==> src/rtl/fft_fp_pkg.sv <==
// Shared types and helpers for the FFT floating-point butterfly datapath.
package fft_fp_pkg;
  typedef logic [31:0] fp32_t;

  typedef struct packed {
    fp32_t re;
    fp32_t im;
  } cplx_t;

  typedef enum logic [1:0] {IDLE, ISSUE, WAIT, DONE} bfly_state_e;

  localparam logic OP_ADD       = 1'b0;
  localparam logic OP_SUB       = 1'b1;
  localparam int   BFLY_NUM_OPS = 4;
  localparam int   TAG_W        = 3;

  typedef struct packed {
    logic       vld;
    logic [1:0] idx;
  } fpu_tag_t;

  // Op order: x_re, x_im, y_re, y_im -> idx[0] picks im, idx[1] picks subtract.
  function automatic fp32_t op_src(input cplx_t c, input logic [1:0] idx);
    return idx[0] ? c.im : c.re;
  endfunction

  function automatic logic op_sel(input logic [1:0] idx);
    return idx[1] ? OP_SUB : OP_ADD;
  endfunction
endpackage

==> src/rtl/fpu_tag_pipe.sv <==
// Tag shift register that tracks in-flight FPU ops, aligned to the FPU latency.
module fpu_tag_pipe #(
  parameter int DEPTH = 2,
  parameter int W     = 3
) (
  input  logic         i_clk,
  input  logic         i_rst_n,
  input  logic [W-1:0] i_tag,
  output logic [W-1:0] o_tag
);
  logic [DEPTH-1:0][W-1:0] r_pipe;

  always_ff @(posedge i_clk or negedge i_rst_n) begin
    if (!i_rst_n) begin
      r_pipe <= '0;
    end else begin
      r_pipe[0] <= i_tag;
      for (int k = 1; k < DEPTH; k++) r_pipe[k] <= r_pipe[k-1];
    end
  end

  assign o_tag = r_pipe[DEPTH-1];
endmodule

==> src/rtl/fpu_bfly_sched.sv <==
// Radix-2 butterfly scheduler: four add/sub ops time-multiplexed onto one shared FPU.
module fpu_bfly_sched
  import fft_fp_pkg::*;
#(
  parameter int FPU_LAT = 2
) (
  input  logic        i_clk,
  input  logic        i_rst_n,
  input  logic        i_valid,
  output logic        o_ready,
  input  logic [31:0] i_a_re,
  input  logic [31:0] i_a_im,
  input  logic [31:0] i_b_re,
  input  logic [31:0] i_b_im,
  output logic        o_valid,
  input  logic        i_ready,
  output logic [31:0] o_x_re,
  output logic [31:0] o_x_im,
  output logic [31:0] o_y_re,
  output logic [31:0] o_y_im,
  output logic        o_fpu_add_sub,
  output logic [31:0] o_fpu_a,
  output logic [31:0] o_fpu_b,
  input  logic [31:0] i_fpu_s
);
  bfly_state_e                 r_state;
  logic [1:0]                  r_cnt;
  cplx_t                       r_a, r_b;
  fp32_t [BFLY_NUM_OPS-1:0]    r_res;
  logic                        r_fpu_add_sub;
  fp32_t                       r_fpu_a, r_fpu_b;
  fpu_tag_t                    w_tag_in, w_tag_out;
  logic [1:0]                  w_nxt;

  assign w_nxt = r_cnt + 2'd1;

  // Tag tracks the op currently on the FPU inputs, so it emerges with its result.
  always_comb begin
    w_tag_in     = '0;
    w_tag_in.vld = (r_state == ISSUE);
    w_tag_in.idx = r_cnt;
  end

  fpu_tag_pipe #(.DEPTH(FPU_LAT), .W(TAG_W)) u_tag_pipe (
    .i_clk   (i_clk),
    .i_rst_n (i_rst_n),
    .i_tag   (w_tag_in),
    .o_tag   (w_tag_out)
  );

  always_ff @(posedge i_clk or negedge i_rst_n) begin
    if (!i_rst_n) begin
      r_state       <= IDLE;
      r_cnt         <= '0;
      r_a           <= '0;
      r_b           <= '0;
      r_res         <= '0;
      r_fpu_add_sub <= OP_ADD;
      r_fpu_a       <= '0;
      r_fpu_b       <= '0;
    end else begin
      if (w_tag_out.vld) r_res[w_tag_out.idx] <= i_fpu_s;
      case (r_state)
        IDLE: if (i_valid) begin
          r_a           <= '{re: i_a_re, im: i_a_im};
          r_b           <= '{re: i_b_re, im: i_b_im};
          r_cnt         <= '0;
          r_fpu_a       <= i_a_re;
          r_fpu_b       <= i_b_re;
          r_fpu_add_sub <= OP_ADD;
          r_state       <= ISSUE;
        end
        ISSUE: if (r_cnt == 2'(BFLY_NUM_OPS - 1)) begin
          r_fpu_a       <= '0;
          r_fpu_b       <= '0;
          r_fpu_add_sub <= OP_ADD;
          r_state       <= WAIT;
        end else begin
          r_cnt         <= w_nxt;
          r_fpu_a       <= op_src(r_a, w_nxt);
          r_fpu_b       <= op_src(r_b, w_nxt);
          r_fpu_add_sub <= op_sel(w_nxt);
        end
        WAIT: if (w_tag_out.vld && (w_tag_out.idx == 2'(BFLY_NUM_OPS - 1))) r_state <= DONE;
        DONE: if (i_ready) r_state <= IDLE;
        default: r_state <= IDLE;
      endcase
    end
  end

  assign o_ready       = (r_state == IDLE);
  assign o_valid       = (r_state == DONE);
  assign o_x_re        = r_res[0];
  assign o_x_im        = r_res[1];
  assign o_y_re        = r_res[2];
  assign o_y_im        = r_res[3];
  assign o_fpu_add_sub = r_fpu_add_sub;
  assign o_fpu_a       = r_fpu_a;
  assign o_fpu_b       = r_fpu_b;
endmodule
==> config.mk <==
export PLATFORM = sky130hd
export DESIGN_NAME = fpu_bfly_sched
export DESIGN_NICKNAME = d
export VERILOG_FILES = /design/src/rtl/fft_fp_pkg.sv /design/src/rtl/fpu_tag_pipe.sv /design/src/rtl/fpu_bfly_sched.sv
export SDC_FILE = /design/constraint.sdc
export NUM_CORES = 1
export LEC_CHECK = 0
export CAP_MARGIN = 20
export CORE_UTILIZATION = 45
export DETAILED_ROUTE_END_ITERATION = 12
export GPL_TIMING_DRIVEN = 0
export PLACE_DENSITY = 0.78
export SLEW_MARGIN = 20
export SYNTH_ARGS = -nofsm -noshare
export SYNTH_HDL_FRONTEND = slang
export SYNTH_SLANG_ARGS = --single-unit
==> constraint.sdc <==
create_clock -name i_clk -period 4.1 [get_ports i_clk]
set_clock_uncertainty 0.1 [all_clocks]
set_input_delay 0.82 -clock i_clk [delete_from_list [all_inputs] [get_ports i_clk]]
set_output_delay 0.82 -clock i_clk [all_outputs]
set_load 0.005 [all_outputs]
## Yosys cells after proc, flatten, opt, wreduce, memory -nomap -nowiden

Cells that the tools add are included.
Widths: inputs -> output; s select.

| storage, ports and cells | value |
|---|---|
| bits of input ports | 164 |
| flip-flop bits (word level) | 331 |

| cells by class | value |
|---|---|
| add/subtract/negate cells | 1 |
| eq/ne operators | 10 |
| reduce and logical (&&, ||, !) cells | 8 |
| magnitude comparators | 2 |
| mux-type cells | 23 |

Operators by type and width:

| operator | count |
|---|---|
| $mux 32 | 7 |
| $bwmux 128 | 1 |
| $pmux 32 s2 | 2 |
| $demux 32 s2 | 1 |
| $mux 2 | 6 |
| $eq 2x2->1 const B | 4 |
| $ne 2x2->1 const B | 4 |
| $pmux 2 s4 | 1 |
| $pmux 2 s2 | 1 |
| $reduce_and 2->1 | 2 |
| $reduce_and 4->1 | 1 |
| $lt 2x3->1 const B | 1 |
| $mux 1 | 3 |
| $reduce_and 3->1 | 1 |
| $add 2x1->2 const B | 1 |
| $eq 2x1->1 const B | 1 |
| $ge 2x1->1 const B | 1 |
| $logic_and 1x1->1 | 2 |
| $logic_not 2->1 | 1 |
| $ne 2x1->1 const B | 1 |
| $pmux 1 s2 | 1 |
| $reduce_bool 2->1 | 1 |

## Logic depth before layout (Yosys ltp)

| logic depth | value |
|---|---|
| word-level depth | 5 |
| mapped depth | 7 |
| mapped depth without buffers | 5 |

## Hierarchy

A second synthesis with hierarchy kept.

| unflattened totals | value |
|---|---|
| cells, all modules | 1002 |
| area total of the unflattened synthesis | 13790.7 um2 |

By module, submodules not included:

| module | times used | area an instance (um2) | cells an instance |
|---|---|---|---|
| fpu_bfly_sched | 1 | 13618.1 | 993 |
| fpu_tag_pipe | 1 | 172.7 | 9 |

## Worst setup path after synthesis

Ideal clock, no wire load.

| timing path | value |
|---|---|
| path kind | input-to-reg |
| from | input port i_valid |
| to | register r_a[0] (netlist name) |
| cell stages on the path | 4 |
| data required time | 3.875 ns |
| path slack | 2.210 ns |
| setup time | 0.125 ns |
| arrival time | 1.666 ns |
| path through | nand2_1 -> clkbuf_1 -> buf_2 -> mux2_2 |

| on the way | value |
|---|---|
| longest elaborated chain between the ends | 1 |

Ends and longest elaborated chain:

| element | line | text |
|---|---|---|
| start, declared | fpu_bfly_sched.sv:9 | `input logic i_valid,` |
| $reduce_and 2->1 (no source line) | -- |  |
| end signal, assigned | fpu_bfly_sched.sv:65 | `r_a <= '{re: i_a_re, im: i_a_im};` |
| end, declared | fpu_bfly_sched.sv:28 | `cplx_t r_a, r_b;` |

Every way passes these cells.
A chain may end at the register's enable or synchronous reset.

## Final worst setup path

| timing path | value |
|---|---|
| from | register r_state[0] |
| to | output port o_ready |

| on the way | value |
|---|---|
| longest elaborated chain between the ends | 1 |

Ends and longest elaborated chain:

| element | line | text |
|---|---|---|
| start, declared | fpu_bfly_sched.sv:26 | `bfly_state_e r_state;` |
| start signal, assigned | fpu_bfly_sched.sv:53 | `r_state <= IDLE;` |
| start signal, assigned | fpu_bfly_sched.sv:71 | `r_state <= ISSUE;` |
| start signal, assigned | fpu_bfly_sched.sv:77 | `r_state <= WAIT;` |
| $logic_not 2->1 | fpu_bfly_sched.sv:91 | `assign o_ready = (r_state == IDLE);` |
| end, declared | fpu_bfly_sched.sv:10 | `output logic o_ready,` |

Every way passes these cells.

==> metrics <==
post-route setup slack 1.38 ns; DRT iter0 DRCs 292; Final Critical Period 2.72 ns; initial antenna violation count 4; CTS buffer count 36; Leakage between 8 and 9 nW; CP startpoint r_state[0]$_DFFE_PN0P_; routability cong. 0.790; Fill cells 2252; crit-path leading delay family buffers and inverters; CTS Hold Buffers Added 0; all-layer global routing usage 0.231; Post CTS Setup Buffer Count 0; Initial Utilization 0.461; CTS tree yes; dpl ws 0.942 ns; syn_nets 1169; Final HPWL DP 25200 um; Max Slew Vio Count 0; Clock Latency Late Sink 0.50 ns; Overflow after GRT 0; vias in the first global route between 9000 and 10000; Final Hold Vio Count 0; Worst EP arrival 1.80 ns; Mapped Cells 999; cell taking the most area after synthesis dfrtp_1; I/O pin count ~360; prevailing post-synth register cell dfrtp_1; asr flop ratio synth 1.00; die width 177 um; Area after DPL 17900 um^2; # setup viols final 0; die height ~180 um; most frequent cells after synthesis dfrtp_1, mux2_2, nand2_1; Detail Route Antenna Nets 0; largest net degree at the start of global routing 101; critical path's slowest cell clkdlybuf4s50_1; H-tree Lvls 2; worst relative slew slack 0.513; hold crit path type in2async; Area Growth Syn to Fin 39.5%; Cells after DPL 1750; WP data required about 3.2 ns; WP buf/inv 2; EDFF count, synth 0; status completed; multi-input logic area 5180 um^2; Seq. cell area around 8300 um^2; maximum capacitance violations 0; Pwr Density ~800 nW/um^2; Rows 63; yosys warns 0; first-pass GRT wire length 55700 um; most common cell in the netlist dfrtp_1; CP Launch Type register; wire length per cell 19.9 um; Syn Area/Cell ~14 um^2; Port Buffers 358; Util after Layout 0.643; most area-consuming cells after synthesis dfrtp_1, mux2_2, a21oi_1, o21ai_0, nand2_1; clock slew at reported path FFs approximately 0.060 ns; design area a little under 20000 um^2; RSZ-0062 raised after global routing no; Syn Std Cell Area ~14000 um^2; fmax around 370 MHz; RR Startpoint r_state[0]$_DFFE_PN0P_; CP Max Fanout 4; Die ar. 31300 um^2; # resized after CTS 0; share of cells above drive strength 1 0.305; CTS Buffer Depth 3; cell chain of the critical path inv_1 > ha_1 > clkdlybuf4s50_1; part of the cycle the worst path needs 0.664; Root Buffer clkbuf_16; via count 9387; crit end category output pin; CP max stage delay approximately 0.56 ns; peak supply drop 493 uV; nets ~1600; DR pass1 iterations 4; #FFs+latches synth between 300 and 400; Seq/Total Area, Yosys 0.602; unique cell type count in the Yosys netlist 25; via/cell ratio 5.18; # clock sinks 331; Worst Tran Pin Value 0.710 ns; residual DRC count 0; area of the core between 20000 and 30000 um^2; post-synth top area share 0.602; critical path class reg2out; final non-filler cell total 1813; Routed WL 36000 um
state kept, by name, indices dropped and copies added, names as in the netlist, 3 cells and up:
register           count
o_y_re                32
o_x_re                32
r_a                   64
o_x_im                32
u_tag_pipe.o_tag       3
o_fpu_b               32
o_y_im                32
o_fpu_a               32
u_tag_pipe.r_pipe      3
r_b                   64
layer usage:
metal,global-route usage,vias to the layer above,part of all wire
met5,0,-,0.0010
met4,0.0582,6,0.022
met3,0.0702,58,0.081
met2,0.398,318,0.50
met1,0.282,4719,0.40
li1,-,4286,-
path summary, 6_finish.rpt:
| check | slack [ns] | depth (start not counted) | end |
|---|---|---|---|
| min in group i_clk | 0.25 | 0 | u_tag_pipe.o_tag[1]$_DFF_PN0_ |
| max in group asynchronous | 2.53 | 3 | r_a[10]$_DFFE_PN0P_ |
| hold reg to reg | 0.25 | 0 | u_tag_pipe.o_tag[1]$_DFF_PN0_ |
| setup reg to reg | 1.51 | 6 | o_fpu_a[17]$_DFFE_PN0P_ |
| setup / recovery | 1.38 | 3 | o_ready |
| hold / removal | 0.18 | 1 | o_y_re[21]$_DFFE_PN0P_ |
logic make-up after synthesis:
logic type / share of synthesized area
and+or+nand+nor: 0.0553
muxes: 0.263
adders and majority gates: 0.00545
buffers and inverters: 0.0224
DFF: 0.602
AOI/OAI and AO/OA: 0.0521
worst register-to-register path, cell delays in order (launching register included):
cell	delay (ns)
dfrtp_1	0.41
inv_1	0.12
ha_1	0.23
mux2i_1	0.64
buf_2	0.38
clkbuf_1	0.40
o21ai_0	0.18
metrics by stage:
stage,setup TNS (ns),total power (W),hold slack [ns]
floorplan,0,0.00911,0.231
CTS,0,0.0160,0.184
global placement,-4048.09,0.0122,0.236
finish,0,0.0158,0.179
global route,0,0.0168,0.209
detailed placement,0,0.0124,0.236
layout by cell type (no fill, tap or decap), types with 2 or more instances in the layout:
cell type / count
nand3b_1: 2
buf_4: 3
dfrtp_1: 331
buf_16: 3
clkbuf_8: 9
inv_1: 3
mux2_2: 320
a22o_1: 3
clkdlybuf4s50_1: 357
buf_2: 45
nand2_1: 67
nor2b_1: 38
clkbuf_16: 37
and2b_1: 29
bufinv_16: 6
clkinv_2: 6
clkbuf_1: 17
a21oi_1: 64
o21ai_0: 64
ha_1: 6
cell type report:
class	count	share of cell area
Antenna cell	1	0.000130
Buffer	61	0.0154
Clock buffer	50	0.0554
Clock inverter	12	0.0109
Inverter	3	0.000586
Multi-Input combinational cell	604	0.270
Sequential cell	331	0.431
Tap cell	390	0.0254
Timing Repair Buffer	361	0.191
report_power, final:
group / internal (W) / total (W) / switching, W / leakage, nW
sequential: 0.00494 / 0.00584 / 0.000896 / 3.95
combinational: 0.00395 / 0.00653 / 0.00258 / 3.59
clock: 0.00218 / 0.00343 / 0.00125 / 0.634
Power figures use the tool's default switching activity.
